===== src/rtl/div_ratio_detect_if.sv =====
// div_ratio_detect_if: groups the divided-clock input and the measurement
// outputs of div_ratio_detect into one bundle.
//   sig_in     : slow periodic signal under test (driven by master)
//   period     : last measured rise-to-rise distance in clk_in cycles
//   high_time  : samples with s=1 within that period
//   meas_valid : one-cycle pulse when period/high_time update
//   locked     : stable waveform detected
//   timeout    : no rising edge seen for MAX_PERIOD cycles
// master = stimulus / status consumer side, slave = detector side.
interface div_ratio_detect_if #(
  parameter int W = 8
);
  logic         sig_in;
  logic [W-1:0] period;
  logic [W-1:0] high_time;
  logic         meas_valid;
  logic         locked;
  logic         timeout;

  modport master (
    output sig_in,
    input  period,
    input  high_time,
    input  meas_valid,
    input  locked,
    input  timeout
  );

  modport slave (
    input  sig_in,
    output period,
    output high_time,
    output meas_valid,
    output locked,
    output timeout
  );
endinterface


===== src/rtl/div_ratio_detect.sv =====
// div_ratio_detect: measures period and high time of a slow periodic signal
// (typically a divided clock) in clk_in cycles, declares lock after LOCK_CNT
// identical consecutive measurements and flags loss of activity.
//   clk_in : sole clock, rising edge
//   rst    : asynchronous active-low reset
//   bus    : div_ratio_detect_if.slave (sig_in in, measurement/status out)
// All outputs come straight from flops; sig_in never reaches an output
// combinationally.
module div_ratio_detect #(
  parameter int W           = 8,
  parameter int MAX_PERIOD  = 255,
  parameter int LOCK_CNT    = 2,
  parameter int SYNC_STAGES = 0
) (
  input  logic              clk_in,
  input  logic              rst,
  div_ratio_detect_if.slave bus
);

  localparam int MW = (LOCK_CNT < 2) ? 1 : $clog2(LOCK_CNT + 1);
  localparam logic [W-1:0]  CNT_MAX   = {W{1'b1}};
  localparam logic [W-1:0]  CNT_ONE   = W'(1);
  localparam logic [W-1:0]  TMO_CNT   = W'(MAX_PERIOD);
  localparam logic [MW-1:0] LOCK_V    = MW'(LOCK_CNT);
  localparam logic [MW-1:0] MATCH_ONE = MW'(1);
  localparam logic [MW-1:0] MATCH_ZERO = MW'(0);

  logic s_s;
  logic rise_s;

  generate
    if (SYNC_STAGES == 2) begin : g_sync
      logic [1:0] sync_q;
      // Two-flop synchroniser for a sig_in coming from an unrelated domain
      always_ff @(posedge clk_in or negedge rst) begin
        if (!rst) begin
          sync_q <= 2'b00;
        end else begin
          sync_q <= {sync_q[0], bus.sig_in};
        end
      end
      assign s_s = sync_q[1];
    end else begin : g_nosync
      assign s_s = bus.sig_in;
    end
  endgenerate

  logic [W-1:0]  cnt_q, cnt_d;
  logic [W-1:0]  hcnt_q, hcnt_d;
  logic          s_prev_q;
  logic          armed_q, armed_d;
  logic [MW-1:0] match_q, match_d;
  logic [W-1:0]  period_q, period_d;
  logic [W-1:0]  high_q, high_d;
  logic          mv_q, mv_d;
  logic          locked_q, locked_d;
  logic          timeout_q, timeout_d;

  assign rise_s = s_s & ~s_prev_q;

  // Next-state: counters, measurement capture, lock tracking and timeout
  always_comb begin
    cnt_d     = cnt_q;
    hcnt_d    = hcnt_q;
    armed_d   = armed_q;
    match_d   = match_q;
    period_d  = period_q;
    high_d    = high_q;
    mv_d      = 1'b0;
    locked_d  = locked_q;
    timeout_d = timeout_q;

    if (rise_s) begin
      // The rise sample itself starts the next period and is high.
      cnt_d     = CNT_ONE;
      hcnt_d    = CNT_ONE;
      timeout_d = 1'b0;
      if (armed_q) begin
        period_d = cnt_q;
        high_d   = hcnt_q;
        mv_d     = 1'b1;
        if ((cnt_q == period_q) && (hcnt_q == high_q)) begin
          if (match_q < LOCK_V) begin
            match_d = match_q + MATCH_ONE;
          end else begin
            match_d = match_q;
          end
        end else begin
          match_d = MATCH_ONE;
        end
        locked_d = (match_d == LOCK_V);
      end else begin
        // First rise after reset/timeout only arms; no prior period exists.
        armed_d = 1'b1;
      end
    end else begin
      if (cnt_q != CNT_MAX) begin
        cnt_d = cnt_q + CNT_ONE;
      end else begin
        cnt_d = cnt_q;
      end
      if (s_s && (hcnt_q != CNT_MAX)) begin
        hcnt_d = hcnt_q + CNT_ONE;
      end else begin
        hcnt_d = hcnt_q;
      end
      // A rise on the same cycle takes priority, so this sits in the non-rise arm.
      if (cnt_q == TMO_CNT) begin
        timeout_d = 1'b1;
        armed_d   = 1'b0;
        locked_d  = 1'b0;
        match_d   = MATCH_ZERO;
      end else begin
        timeout_d = timeout_q;
      end
    end
  end

  // State and output registers
  always_ff @(posedge clk_in or negedge rst) begin
    if (!rst) begin
      cnt_q     <= {W{1'b0}};
      hcnt_q    <= {W{1'b0}};
      s_prev_q  <= 1'b0;
      armed_q   <= 1'b0;
      match_q   <= MATCH_ZERO;
      period_q  <= {W{1'b0}};
      high_q    <= {W{1'b0}};
      mv_q      <= 1'b0;
      locked_q  <= 1'b0;
      timeout_q <= 1'b0;
    end else begin
      cnt_q     <= cnt_d;
      hcnt_q    <= hcnt_d;
      s_prev_q  <= s_s;
      armed_q   <= armed_d;
      match_q   <= match_d;
      period_q  <= period_d;
      high_q    <= high_d;
      mv_q      <= mv_d;
      locked_q  <= locked_d;
      timeout_q <= timeout_d;
    end
  end

  assign bus.period     = period_q;
  assign bus.high_time  = high_q;
  assign bus.meas_valid = mv_q;
  assign bus.locked     = locked_q;
  assign bus.timeout    = timeout_q;

endmodule


===== src/flat_wrapper.sv =====
// flat-port wrapper written by rule: the top's interface ports become plain ports
module div_ratio_detect_flat 
#(
  parameter int W           = 8,
  parameter int MAX_PERIOD  = 255,
  parameter int LOCK_CNT    = 2,
  parameter int SYNC_STAGES = 0
)
  (clk_in, rst, bus_sig_in, bus_period, bus_high_time, bus_meas_valid, bus_locked, bus_timeout);
  div_ratio_detect_if #(.W(W)) bus_i ();
  input  logic clk_in;
  input  logic rst;
  input wire logic [$bits(bus_i.sig_in)-1:0] bus_sig_in;
  output wire logic [$bits(bus_i.period)-1:0] bus_period;
  output wire logic [$bits(bus_i.high_time)-1:0] bus_high_time;
  output wire logic [$bits(bus_i.meas_valid)-1:0] bus_meas_valid;
  output wire logic [$bits(bus_i.locked)-1:0] bus_locked;
  output wire logic [$bits(bus_i.timeout)-1:0] bus_timeout;
  assign bus_i.sig_in = bus_sig_in;
  assign bus_period = bus_i.period;
  assign bus_high_time = bus_i.high_time;
  assign bus_meas_valid = bus_i.meas_valid;
  assign bus_locked = bus_i.locked;
  assign bus_timeout = bus_i.timeout;
  div_ratio_detect #(.W(W), .MAX_PERIOD(MAX_PERIOD), .LOCK_CNT(LOCK_CNT), .SYNC_STAGES(SYNC_STAGES)) u_core (.clk_in(clk_in), .rst(rst), .bus(bus_i));
endmodule

===== config.mk =====
export PLATFORM = sky130hd
export DESIGN_NAME = div_ratio_detect_flat
export DESIGN_NICKNAME = d
export VERILOG_FILES = /design/src/rtl/div_ratio_detect_if.sv /design/src/rtl/div_ratio_detect.sv /design/src/flat_wrapper.sv
export SDC_FILE = /design/constraint.sdc
export NUM_CORES = 1
export LEC_CHECK = 0
export ABC_AREA = 0
export CORE_MARGIN = 4
export CORE_UTILIZATION = 30
export CTS_BUF_LIST = sky130_fd_sc_hd__clkbuf_16
export DETAILED_ROUTE_END_ITERATION = 10
export GPL_TIMING_DRIVEN = 0
export PLACE_DENSITY = 0.58
export SETUP_SLACK_MARGIN = 0.02
export SYNTH_ARGS = -nofsm -noshare
export SYNTH_HDL_FRONTEND = slang
export SYNTH_SLANG_ARGS = --single-unit

===== constraint.sdc =====
create_clock -name clk_in -period 1.9 [get_ports clk_in]
set_input_delay 0.38 -clock clk_in [delete_from_list [all_inputs] [get_ports clk_in]]
set_output_delay 0.38 -clock clk_in [all_outputs]
set_load 0.01 [all_outputs]

==> qor.yml, run 1 <==
run_status:
  status: "finished clean"
clock_network:
  cts_tree: "built"
  cts-root-buf: "clkbuf_16"
  htree_levels: 2
  clk_pin_slew_ps: 60
  post_cts_resized: 0
  cts_hold_buf: 0
  clock_sinks: 39
  cts-buffers-inserted: 5
  insertion_delay_ps: 280
  post_cts_buffers: 0
  clockBufferDepth: 2
setup_path:
  worstPathArrival_ps: 1950
  worstPathRequired_ps: 2060
  worst_setup_path_end_kind: "flip-flop"
  crit_type: "in -> reg"
  ff2ff_setup_slack_ps: 210
  path_max_fanout: 10
  cp-start-kind: "input port"
drt:
  postRouteAntennaNets: 0
  drt-total-wl_um: 3950
  drc: 0
  drtPass1Iterations: 4
  post_drt_wl_per_cell_um: 14.5
  vias: 1359
  via_per_inst: 5.00
  drt-initial-drc-count: 118
synth:
  seq_area_frac_synth_pct: 50.5
  syn_area_um2: 1930
  synth_edf_count: 0
  syn_nets: 173
  avgSynthCellArea_um2: 11.6
  dominantRegCellSynth: "dfrtp_1"
  synth_seq_cells: 39
  yosysUniqueCellTypes: 42
  ys.warnings.count: 0
  synth_cells: 167
  async_flop_share_pct: 100
sta:
  rsz0062_at_grt: "no"
  max_freq_mhz: 559
  setup_viol: 0
  max_slew_margin_pct: 65.8
  skew_ps: 5.60
  hold_violations: 0
  post-route-period-util_pct: 94.2
  tightest_slew_ps: 514
  drv_slew: 0
  final.setup.tns_ps: 0
  period_needed_ps: 1790
floorplan:
  core_um2: 6100
  die_x_um: 88.2
  rows: 28
  die_area_um2: 7790
  initial_core_util_pct: 31.7
  pin_count: 22
  chipHeight_um: 88.2
finish:
  fillers: 610
  nNetsFinal: 202
  final_cells: 272
  drive_gt1_share_pct: 14.7
  diodes: 0
  final_core_util_pct: 39.3
  synthToLayoutAreaGrowth_pct: 24.1
grt:
  antenna_found_initial: 0
  grt_pass1_vias: 1323
  grt_overflow: 0
  gr-usage-all-layers_pct: 11.5
  grt_max_degree: 21
  grt_pass1_wl_um: 6740
placement:
  dp.cells: 264
  port_buffers: 21
  globalplace.congestion: 0.762
  dp_hpwl_um: 2820
power_and_ir_drop:
  ir_worst_vdd_mv: 0.494
  power.density_nw_per_um2: 1020
  leakage_uw: 0.00115
min_path:
  holdCritPathClass: "in -> async"
flow_run:
  maxCapViolCount: 0
[cell usage after synthesis, drive strengths merged (2+ instances only)]
cell type  number  area, µm²
dfrtp          39        976
xor2           17        149
mux2           16        180
buf            10       77.6
nand2           8       30.0
a31oi           6       37.5
and3            5       31.3
inv             5       18.8
nor2            5       18.8
o21ai           5       25.0
nand3           4       20.0
nand4           4       25.0
nor4            4       25.0
a21oi           3       15.0
clkbuf          3       12.5
ha              3       37.5
nor3            3       15.0
nor4b           3       26.3
a21o            2       15.0
a22o            2       17.5
a41oi           2       17.5
mux2i           2       20.0
nor2b           2       12.5
o31ai           2       20.0
xnor2           2       17.5
[cell type report]
class / count / area (µm²) / share of cell area [%]
Buffer: 13 / 92.6 / 3.86
Clock buffer: 5 / 125 / 5.22
Multi-Input combinational cell: 110 / 847 / 35.3
Clock inverter: 3 / 11.3 / 0.470
Timing Repair Buffer: 22 / 233 / 9.71
Tap cell: 75 / 93.8 / 3.91
Inverter: 5 / 18.8 / 0.783
Sequential cell: 39 / 976 / 40.7
[logic make-up (layout without fill, tap and decap cells)]
kind of cell	after synthesis	in the layout	share of synthesized area (%)
simple gates	42	42	12.0
mux	18	18	10.4
fa+ha+maj	3	3	1.94
xor+xnor	19	19	8.61
flops	39	39	50.5
buf+inv	18	48	5.63
compound gates	28	28	10.9
[path summary, 6_finish.rpt]
check / from / endpoint / cells after the start
min reg2reg: u_core.bus.locked$_DFFE_PN0P_ / u_core.bus.locked$_DFFE_PN0P_ / 2
min in group clk_in: u_core.bus.locked$_DFFE_PN0P_ / u_core.bus.locked$_DFFE_PN0P_ / 2
max: bus_sig_in / u_core.bus.high_time[7]$_DFFE_PN0P_ / 6
max reg2reg: u_core.cnt_q[5]$_DFFE_PN0P_ / u_core.bus.locked$_DFFE_PN0P_ / 5
max in group asynchronous: rst / u_core.cnt_q[6]$_DFFE_PN0P_ / 2
min: rst / u_core.hcnt_q[0]$_DFFE_PN0P_ / 1
[registers in the layout, indices dropped and copies added (netlist names)]
register and flops:
u_core.armed_q 1, u_core.cnt_q 8, u_core.s_prev_q 1, u_core.hcnt_q 8
u_core.bus.meas_valid 1, u_core.bus.high_time 8, u_core.bus.locked 1, u_core.bus.timeout 1
u_core.match_q 2, u_core.bus.period 8
[metal layers]
| metal | GRT usage, % | part of all wire, % | vias up |
|---|---|---|---|
| li1 | - | - | 667 |
| met4 | 3.30 | 0.58 | 0 |
| met1 | 16.9 | 52 | 665 |
| met5 | 0 | 0 | - |
| met3 | 4.19 | 4.4 | 2 |
| met2 | 15.7 | 43 | 25 |
[placed cells by master, fill, tap and decap left out, types with 4 or more instances in the layout]
cell type | Yosys | routed
dfrtp_1 | 39 | 39
clkdlybuf4s50_1 | 0 | 20
xor2_1 | 17 | 17
nand2_1 | 8 | 8
mux2_1 | 8 | 8
mux2_2 | 8 | 8
a31oi_1 | 6 | 6
inv_1 | 4 | 5
buf_2 | 5 | 5
and3_1 | 5 | 5
nor2_1 | 5 | 5
clkbuf_16 | 0 | 5
buf_6 | 4 | 4
nand3_1 | 4 | 4
nand4_1 | 4 | 4
o21ai_0 | 4 | 4
nor4_1 | 4 | 4
[power breakdown]
part           internal (µW)  total [µW]  switching, µW
Sequential               951        1070            117
Combinational            316         609            293
Clock                    472         776            304
Total                   1740        2450            715
[critical path, stage by stage]
cell and delay (ps):
clkdlybuf4s50_1 490, buf_2 210, nand3b_1 130, clkbuf_4 230
buf_6 180, mux2_1 320
[per-stage QoR]
step           cell area [µm²]  hold WS, ps  power, µW  setup WS (ps)
3_5_place_dp              2260          384       1700           -229
5_1_grt                   2400          108       2610           23.4
6_report                  2400         71.4       2450            110
2_1_floorplan             1930         84.4       1430            431
4_1_cts                   2390         87.3       2480           67.3
3_3_place_gp              2240          461       1680           -584
No activity file was read; power rests on OpenSTA's default activity.
==> inputs of run 2 (changes only) <==
--- a/config.mk
+++ b/config.mk
@@ -7,11 +7,11 @@
 export LEC_CHECK = 0
 export ABC_AREA = 0
 export CORE_MARGIN = 4
-export CORE_UTILIZATION = 30
+export CORE_UTILIZATION = 35
 export CTS_BUF_LIST = sky130_fd_sc_hd__clkbuf_16
 export DETAILED_ROUTE_END_ITERATION = 10
 export GPL_TIMING_DRIVEN = 0
-export PLACE_DENSITY = 0.58
+export PLACE_DENSITY = 0.64
 export SETUP_SLACK_MARGIN = 0.02
 export SYNTH_ARGS = -nofsm -noshare
 export SYNTH_HDL_FRONTEND = slang
==> constraint.sdc (replaced) <==
create_clock -name clk_in -period 1.9 [get_ports clk_in]
set_input_delay 0.475 -clock clk_in [delete_from_list [all_inputs] [get_ports clk_in]]
set_output_delay 0.475 -clock clk_in [all_outputs]
set_load 0.01 [all_outputs]
==> qor.yml, run 2 (synthesis gave the netlist of run 1 again) <==
run_status:
  status: "finished clean"
setup_path:
  path_max_fanout: 10
  ff2ff_setup_slack_ps: 170
  cp-start-kind: "input port"
  reg2reg_depth: 5
  slowest_delay_ps: 490
  worst_setup_path_end_kind: "flip-flop"
  crit_type: "in -> reg"
  worstPathArrival_ps: 1920
  cp_common_cell: "buf_6"
  critical-path-slowest-cell: "clkdlybuf4s50_1"
  worstReg2RegEnd: "u_core.match_q[0]$_DFFE_PN0P_"
  rr_startpoint: "u_core.cnt_q[5]$_DFFE_PN0P_"
  path_cells: "clkdlybuf4s50_1 > buf_4 > nand3b_1 > buf_6 > buf_6 > mux2_1"
  worstPathRequired_ps: 2060
clock_network:
  post_cts_buffers: 0
  clk_pin_slew_ps: 50
  insertion_delay_ps: 280
  clock_sinks: 39
  cts_tree: "built"
  cts-buffers-inserted: 5
  clockBufferDepth: 2
  cts_hold_buf: 0
  htree_levels: 2
  cts-root-buf: "clkbuf_16"
  post_cts_resized: 1
grt:
  grt_overflow: 0
  grt_pass1_wl_um: 6220
  grt_pass1_vias: 1286
  grt_max_degree: 40
  gr-usage-all-layers_pct: 12.6
  antenna_found_initial: 0
finish:
  diodes: 0
  fillers: 512
  synthToLayoutAreaGrowth_pct: 22.7
  final_common_cell: "dfrtp_1"
  multi_input_area_um2: 847
  seqCellArea_um2: 976
  final_cells: 266
  final_cell_mix: "dfrtp_1 (39), clkdlybuf4s50_1 (20), xor2_1 (17)"
  fin_area_um2: 2370
  drive_gt1_share_pct: 14.3
  nNetsFinal: 201
power_and_ir_drop:
  leakage_uw: 0.00114
  ir_worst_vdd_mv: 0.530
  power.density_nw_per_um2: 1030
sta:
  tightest_slew_ps: 864
  post-route-period-util_pct: 93.0
  max_slew_margin_pct: 42.4
  setup_viol: 0
  setup_slack_ps: 133
  hold_violations: 0
  max_freq_mhz: 566
  period_needed_ps: 1770
  skew_ps: 1.50
  hold-worst-slack_ps: 311
  rsz0062_at_grt: "no"
  drv_slew: 0
floorplan:
  die_x_um: 82.3
  die_area_um2: 6770
  initial_core_util_pct: 36.9
  core_um2: 5240
  pin_count: 22
  rows: 26
  chipHeight_um: 82.3
placement:
  port_buffers: 21
  dp_hpwl_um: 2530
  placed_cell_area_um2: 2220
  dp.cells: 258
  dpl_worst_slack_ps: -319
  globalplace.congestion: 0.795
drt:
  via_per_inst: 5.10
  postRouteAntennaNets: 0
  vias: 1356
  drt-total-wl_um: 3700
  drtPass1Iterations: 4
  drt-initial-drc-count: 65
  drc: 0
  post_drt_wl_per_cell_um: 13.9
flow_run:
  maxCapViolCount: 0
min_path:
  holdCritPathClass: "in -> async"
## run 2: final cells by class
type                    instances  share of cell area [%]
inverters                       5                   0.792
repair buffers                 21                    8.66
flip-flops and latches         39                    41.2
plain buffers                  13                    4.17
clock buffers                   5                    5.28
clock inverters                 3                   0.475
well taps                      70                    3.70
multi-input cells             110                    35.7
## run 2: power breakdown
part           internal [µW]  switching [µW]
logic                    312             287
clock network            472             305
registers                951             111
## run 2: stage by stage
step | total power, µW | setup TNS (ps) | utilization, %
after floorplan | 1430 | 0 | -
after global placement | 1670 | -27530 | 42.6
after detailed placement | 1680 | -3960 | 42.5
after CTS | 2460 | 0 | 45.1
after global routing | 2570 | 0 | 45.2
final | 2440 | 0 | 45.2
## run 2: routing by layer
layer	wire, µm	vias up	GRT usage [%]
li1	-	660	-
met1	1850	657	17.4
met2	1610	34	18.2
met3	156	5	2.82
met4	76	0	6.48
met5	0	-	0
## run 2: worst max path at each step
stage | cells after the start | to | from
global route | 6 | u_core.bus.high_time[3]$_DFFE_PN0P_ | bus_sig_in
global placement | 1 | u_core.bus.meas_valid$_DFF_PN0_ | rst
floorplan | 5 | u_core.bus.high_time[1]$_DFFE_PN0P_ | bus_sig_in
detailed placement | 6 | u_core.bus.high_time[3]$_DFFE_PN0P_ | bus_sig_in
CTS | 6 | u_core.bus.high_time[3]$_DFFE_PN0P_ | bus_sig_in
finish | 6 | u_core.bus.high_time[3]$_DFFE_PN0P_ | bus_sig_in
## run 2: worst max-delay path, delay by kind of cell
kind / cells / cell delay, ps
mux: 1 / 320
simple gates: 1 / 130
buf+inv: 4 / 1000
==> variant 1: new RTL, flow settings as in run 1 <==
`W` is set to 8 in 3 places; all go to 6.
--- a/src/rtl/div_ratio_detect_if.sv
+++ b/src/rtl/div_ratio_detect_if.sv
@@ -10,3 +10,3 @@
 interface div_ratio_detect_if #(
-  parameter int W = 8
+  parameter int W = 6
 );
--- a/src/rtl/div_ratio_detect.sv
+++ b/src/rtl/div_ratio_detect.sv
@@ -9,3 +9,3 @@
 module div_ratio_detect #(
-  parameter int W           = 8,
+  parameter int W           = 6,
   parameter int MAX_PERIOD  = 255,
--- a/src/flat_wrapper.sv
+++ b/src/flat_wrapper.sv
@@ -3,3 +3,3 @@
 #(
-  parameter int W           = 8,
+  parameter int W           = 6,
   parameter int MAX_PERIOD  = 255,
Interface: changed (resized bus_high_time and bus_period); port bits go from 22 to 18. No check against the original RTL was run, so the function may have changed too.
==> variant 1 against run 1 <==
Final area shrank 20%. Area after synthesis shrank 20%. Via count shrank 15%. Combinational power shrank 1%. Total power shrank 10%. Fmax grew 6.4%. Synthesized cell count shrank 6.0%. Clock power shrank 7.9%. First-iteration DRC count shrank 42%. Hold slack gained 84 ps. Routed wire length shrank 18%. Setup slack gained 110 ps. Sequential cell count shrank 8. Critical path depth shrank 1. Critical path type unchanged. Critical endpoint is now u_core.match_q[0].
==> variant 1: results (changes against run 1) <==
| Metric | Value |
|---|---|
| Status | complete, no violations |
| CTS Buf Count | 5 (unchanged) |
| Nets | 187 (-7.4%) |
| Post-CTS setup buffer count | 0 (unchanged) |
| Yosys warnings | 0 (unchanged) |
| Final ANT Viol Nets | 0 (unchanged) |
| RD Place Congestion | 0.760 (-0.20%) |
| Total GRT Usage | 11.2% (-0.28 points) |
| Register area share after synthesis | 50.0% (-0.48 points) |
| Post-CTS sizing | 0 (unchanged) |
| Post-synth cell types | 35 (-17%) |
| Final setup skew | 3.19 ps (-2.41 ps) |
| Largest fanout on the critical path | 8 (-2) |
| Clk buf depth | 2 (unchanged) |
| Ant. Diodes | 0 (unchanged) |
| Slowest stage delay, CP | 570 ps (+80 ps) |
| Met2 Wirelength | 1460 um (-14%) |
| Root Driver | clkbuf_16 |
| WL met1 | 1560 um (-24%) |
| Post-synth top cells | nand2_1 (44), dfrtp_1 (31), xor2_1 (10) |
| Remaining DRCs | 0 (unchanged) |
| Largest net degree at the start of global routing | 32 (+52%) |
| Psw | 0.666 mW (-6.9%) |
| # fillers | 480 (-21%) |
| Worst path slowest cell | clkdlybuf4s50_1 |
| Synth top area cells | dfrtp_1 (50%), nand2_1 (11%), xor2_1 (5.6%) |
| Insertion delay of the later-clocked pin in the worst-skew pair | approximately 270 ps |
| Synth async-reset ratio | 100% (unchanged) |
| GR met3 Demand/Resource | 3.05% (-1.1 points) |
| CP top delay family | simple AND/OR/NAND/NOR gates |
| Post-Syn Nets | 163 (-5.8%) |
| Worst Hold Class | in -> async |
| Peak supply drop | 434 uV (-12%) |
| PortBufs | 17 (-19%) |
| Worst slew margin | 53.2% (-13 points) |
| Via-to-Cell Ratio | 4.68 (-6.3%) |
| Ys flop type | dfrtp_1 |
| WL/cell | 13.1 um (-9.9%) |
| Share of post-route cells with drive strength above 1 | 10.6% (-4.2 points) |
| H-tree depth | 2 (unchanged) |
| Clock transition at path regs | about 50 ps |
| Initial antenna violation count | 0 (unchanged) |
| Detail Placement HPWL | 2240 um (-21%) |
| Met3 wire length | 142 um (-18%) |
| Gr busiest metal | met2 |
| Met1 Resource Use GR | 15.1% (-1.8 points) |
| Max Used Layer | met4 |
| Initial DRC Count | 68 (-42%) |
| GRT met2 Usage | 16.3% (+0.60 points) |
| LEAKAGE | 0.959 nW (-16%) |
| Router iterations before antenna repair | 4 (unchanged) |
| Vias in the first global route | 1050 (-21%) |
| First-pass GRT wire length | 5300 um (-21%) |
-- variant 1: metrics by stage --
step / TNS, ps / area (um2) / setup WS [ps] / instances / total power, mW
finish: 0 / 1930 / 218 / 247 / 2.21
global placement: -6370 / 1800 / -194 / 241 / 1.50
CTS: 0 / 1930 / 209 / 247 / 2.24
global route: 0 / 1930 / 139 / 247 / 2.35
floorplan: 0 / 1550 / 570 / 157 / 1.30
detailed placement: -331 / 1800 / -81.2 / 241 / 1.51
-- variant 1: path summary, 6_finish.rpt --
check,slack [ps],startpoint,endpoint,depth (start not counted)
setup / recovery,220,bus_sig_in,u_core.match_q[0],5
hold / removal,160,rst,u_core.hcnt_q[2],1
setup reg to reg,370,u_core.s_prev_q,u_core.match_q[0],4
hold reg to reg,510,u_core.bus.timeout,u_core.bus.timeout,2
max in group asynchronous,1290,rst,u_core.cnt_q[3],1
min in group clk_in,510,u_core.bus.timeout,u_core.bus.timeout,2
-- variant 1: power by group through the flow --
stage	sequential, mW	clock, mW	combinational, mW
2_1_floorplan	0.898	0	0.400
3_3_place_gp	0.897	0	0.607
3_5_place_dp	0.898	0	0.611
4_1_cts	0.889	0.743	0.613
5_1_grt	0.906	0.774	0.669
6_report	0.889	0.715	0.602
-- variant 1: layout make-up --
class                   instances  area, um2  area share, %
flip-flops and latches         31        776           40.2
multi-input cells             115        716           37.1
repair buffers                 17        165           8.57
clock buffers                   5        125           6.49
well taps                      67       83.8           4.35
plain buffers                   7       43.8           2.27
inverters                       4       15.0          0.779
clock inverters                 1       3.75          0.195
-- variant 1: logic make-up (layout without fill, tap and decap cells) --
kind of cell	count (synthesis)	after routing	synth area share [%]
simple gates	76	76	25.9
flops	31	31	50.0
compound gates	23	23	9.52
xor+xnor	13	13	8.31
buf+inv	11	34	3.79
fa+ha+maj	3	3	2.42
==> variant 2: new RTL, settings of run 1 <==
Made on the original files. Make the reset (`rst`) synchronous in 2 clocked blocks. Comments in the files are not updated.
--- a/src/rtl/div_ratio_detect.sv
+++ b/src/rtl/div_ratio_detect.sv
@@ -34,3 +34,3 @@
       // Two-flop synchroniser for a sig_in coming from an unrelated domain
-      always_ff @(posedge clk_in or negedge rst) begin
+      always_ff @(posedge clk_in) begin
         if (!rst) begin
@@ -119,3 +119,3 @@
   // State and output registers
-  always_ff @(posedge clk_in or negedge rst) begin
+  always_ff @(posedge clk_in) begin
     if (!rst) begin
Formal check against the unedited RTL: differs if rst is asserted again (counterexample within 4 cycles, from zero or initial values and one cycle with rst low); with rst held inactive, the same outputs for 10 cycles.
==> variant 2 against run 1 <==
Area after synthesis fell by 4.4%. Setup slack improved by 63 ps. Die area fell by 4.0%. Routed wire length rose by 3.4%. Final area fell by 5.0%. Clock skew fell by 1.2 ps. Sequential cell count did not move.
Power is not compared: it rests on default switching activity, and its combinational part moved more than twofold at a synthesized area within 25%.
==> variant 2: results (changes against run 1) <==
| Metric | Value |
|---|---|
| Compound-Gate Fraction of Synth Area | 15.2% (+4.3 points) |
| Largest fanout on the critical path | 6 (-4) |
| PortBufs | 20 (-4.8%) |
| CP top delay family | compound AO/OA/AOI/OAI gates |
| Nets | 239 (+18%) |
| DP Worst Slack | 40.6 ps (+269 ps) |
| Power Total | around 1.7 mW |
| XOR/XNOR share of the synthesized area | 11.9% (+3.2 points) |
| Share of post-route cells with drive strength above 1 | 8.12% (-6.6 points) |
| CP arrival | 1880 ps (-70 ps) |
| RD Place Congestion | 0.783 (+2.7%) |
| Met2 Wirelength | 1910 um (+13%) |
| Detail Placement HPWL | 2980 um (+6.0%) |
| Final setup skew | 4.44 ps (-1.16 ps) |
| Via count | 1454 (+7.0%) |
| Ys flop type | dfxtp_1 |
| GRT met2 Usage | 19.2% (+3.5 points) |
| Synth top area cells | dfxtp_1 (42%), xnor2_1 (9.0%), nand2_1 (8.3%) |
| Register area share after synthesis | 42.3% (-8.2 points) |
| GR met3 Demand/Resource | 4.85% (+0.66 points) |
| Post-synthesis mux area share | 1.63% (-8.7 points) |
| Post-Syn Nets | 212 (+23%) |
| Synth async-reset ratio | 0% (-100 points) |
| First-pass GRT wire length | 6820 um (+1.1%) |
| Vias in the first global route | 1396 (+5.5%) |
| Worst R2R Start | u_core.cnt_q[0] |
| Synth Area in Adders | 2.03% (+0.090 points) |
| Slowest stage delay, CP | 460 ps (-30 ps) |
| Least-Margin Pin Slew | 524 ps (+10.3 ps) |
| Fin Hold WS | 463 ps (+392 ps) |
| Total GRT Usage | 11.9% (+0.41 points) |
| Initial DRC Count | 39 (-67%) |
| Status | complete, no violations |
variant 2: cell count changes after synthesis, sizes merged, moves of 12 or more:
cell	before	now
nor2	5	17
dfrtp	39	0
nand2	8	41
dfxtp	0	39
a21boi	0	18
xnor2	2	19
mux2	16	0
variant 2: cells by family (layout without fill, tap and decap cells):
group	after synthesis	in the layout
AO/OA/AOI/OAI	36	36
buffers and inverters	17	45
multiplexers	3	3
XOR/XNOR	25	25
adder cells (fa/ha/maj)	3	3
flip-flops	39	39
AND/OR/NAND/NOR	83	83
variant 2: cell type report:
cell class              instances  area (um2)
plain buffers                  12        73.8
clock buffers                   5         125
clock inverters                 3        12.5
fillers                       631        3680
inverters                       5        18.8
multi-input cells             150         973
flip-flops and latches         39         781
well taps                      75        93.8
repair buffers                 20         200
variant 2: worst paths after layout:
check                      end  cells after the start
max          u_core.match_q[0]                      5
min            u_core.s_prev_q                      2
max reg2reg  u_core.match_q[0]                      5
min reg2reg  u_core.bus.locked                      1
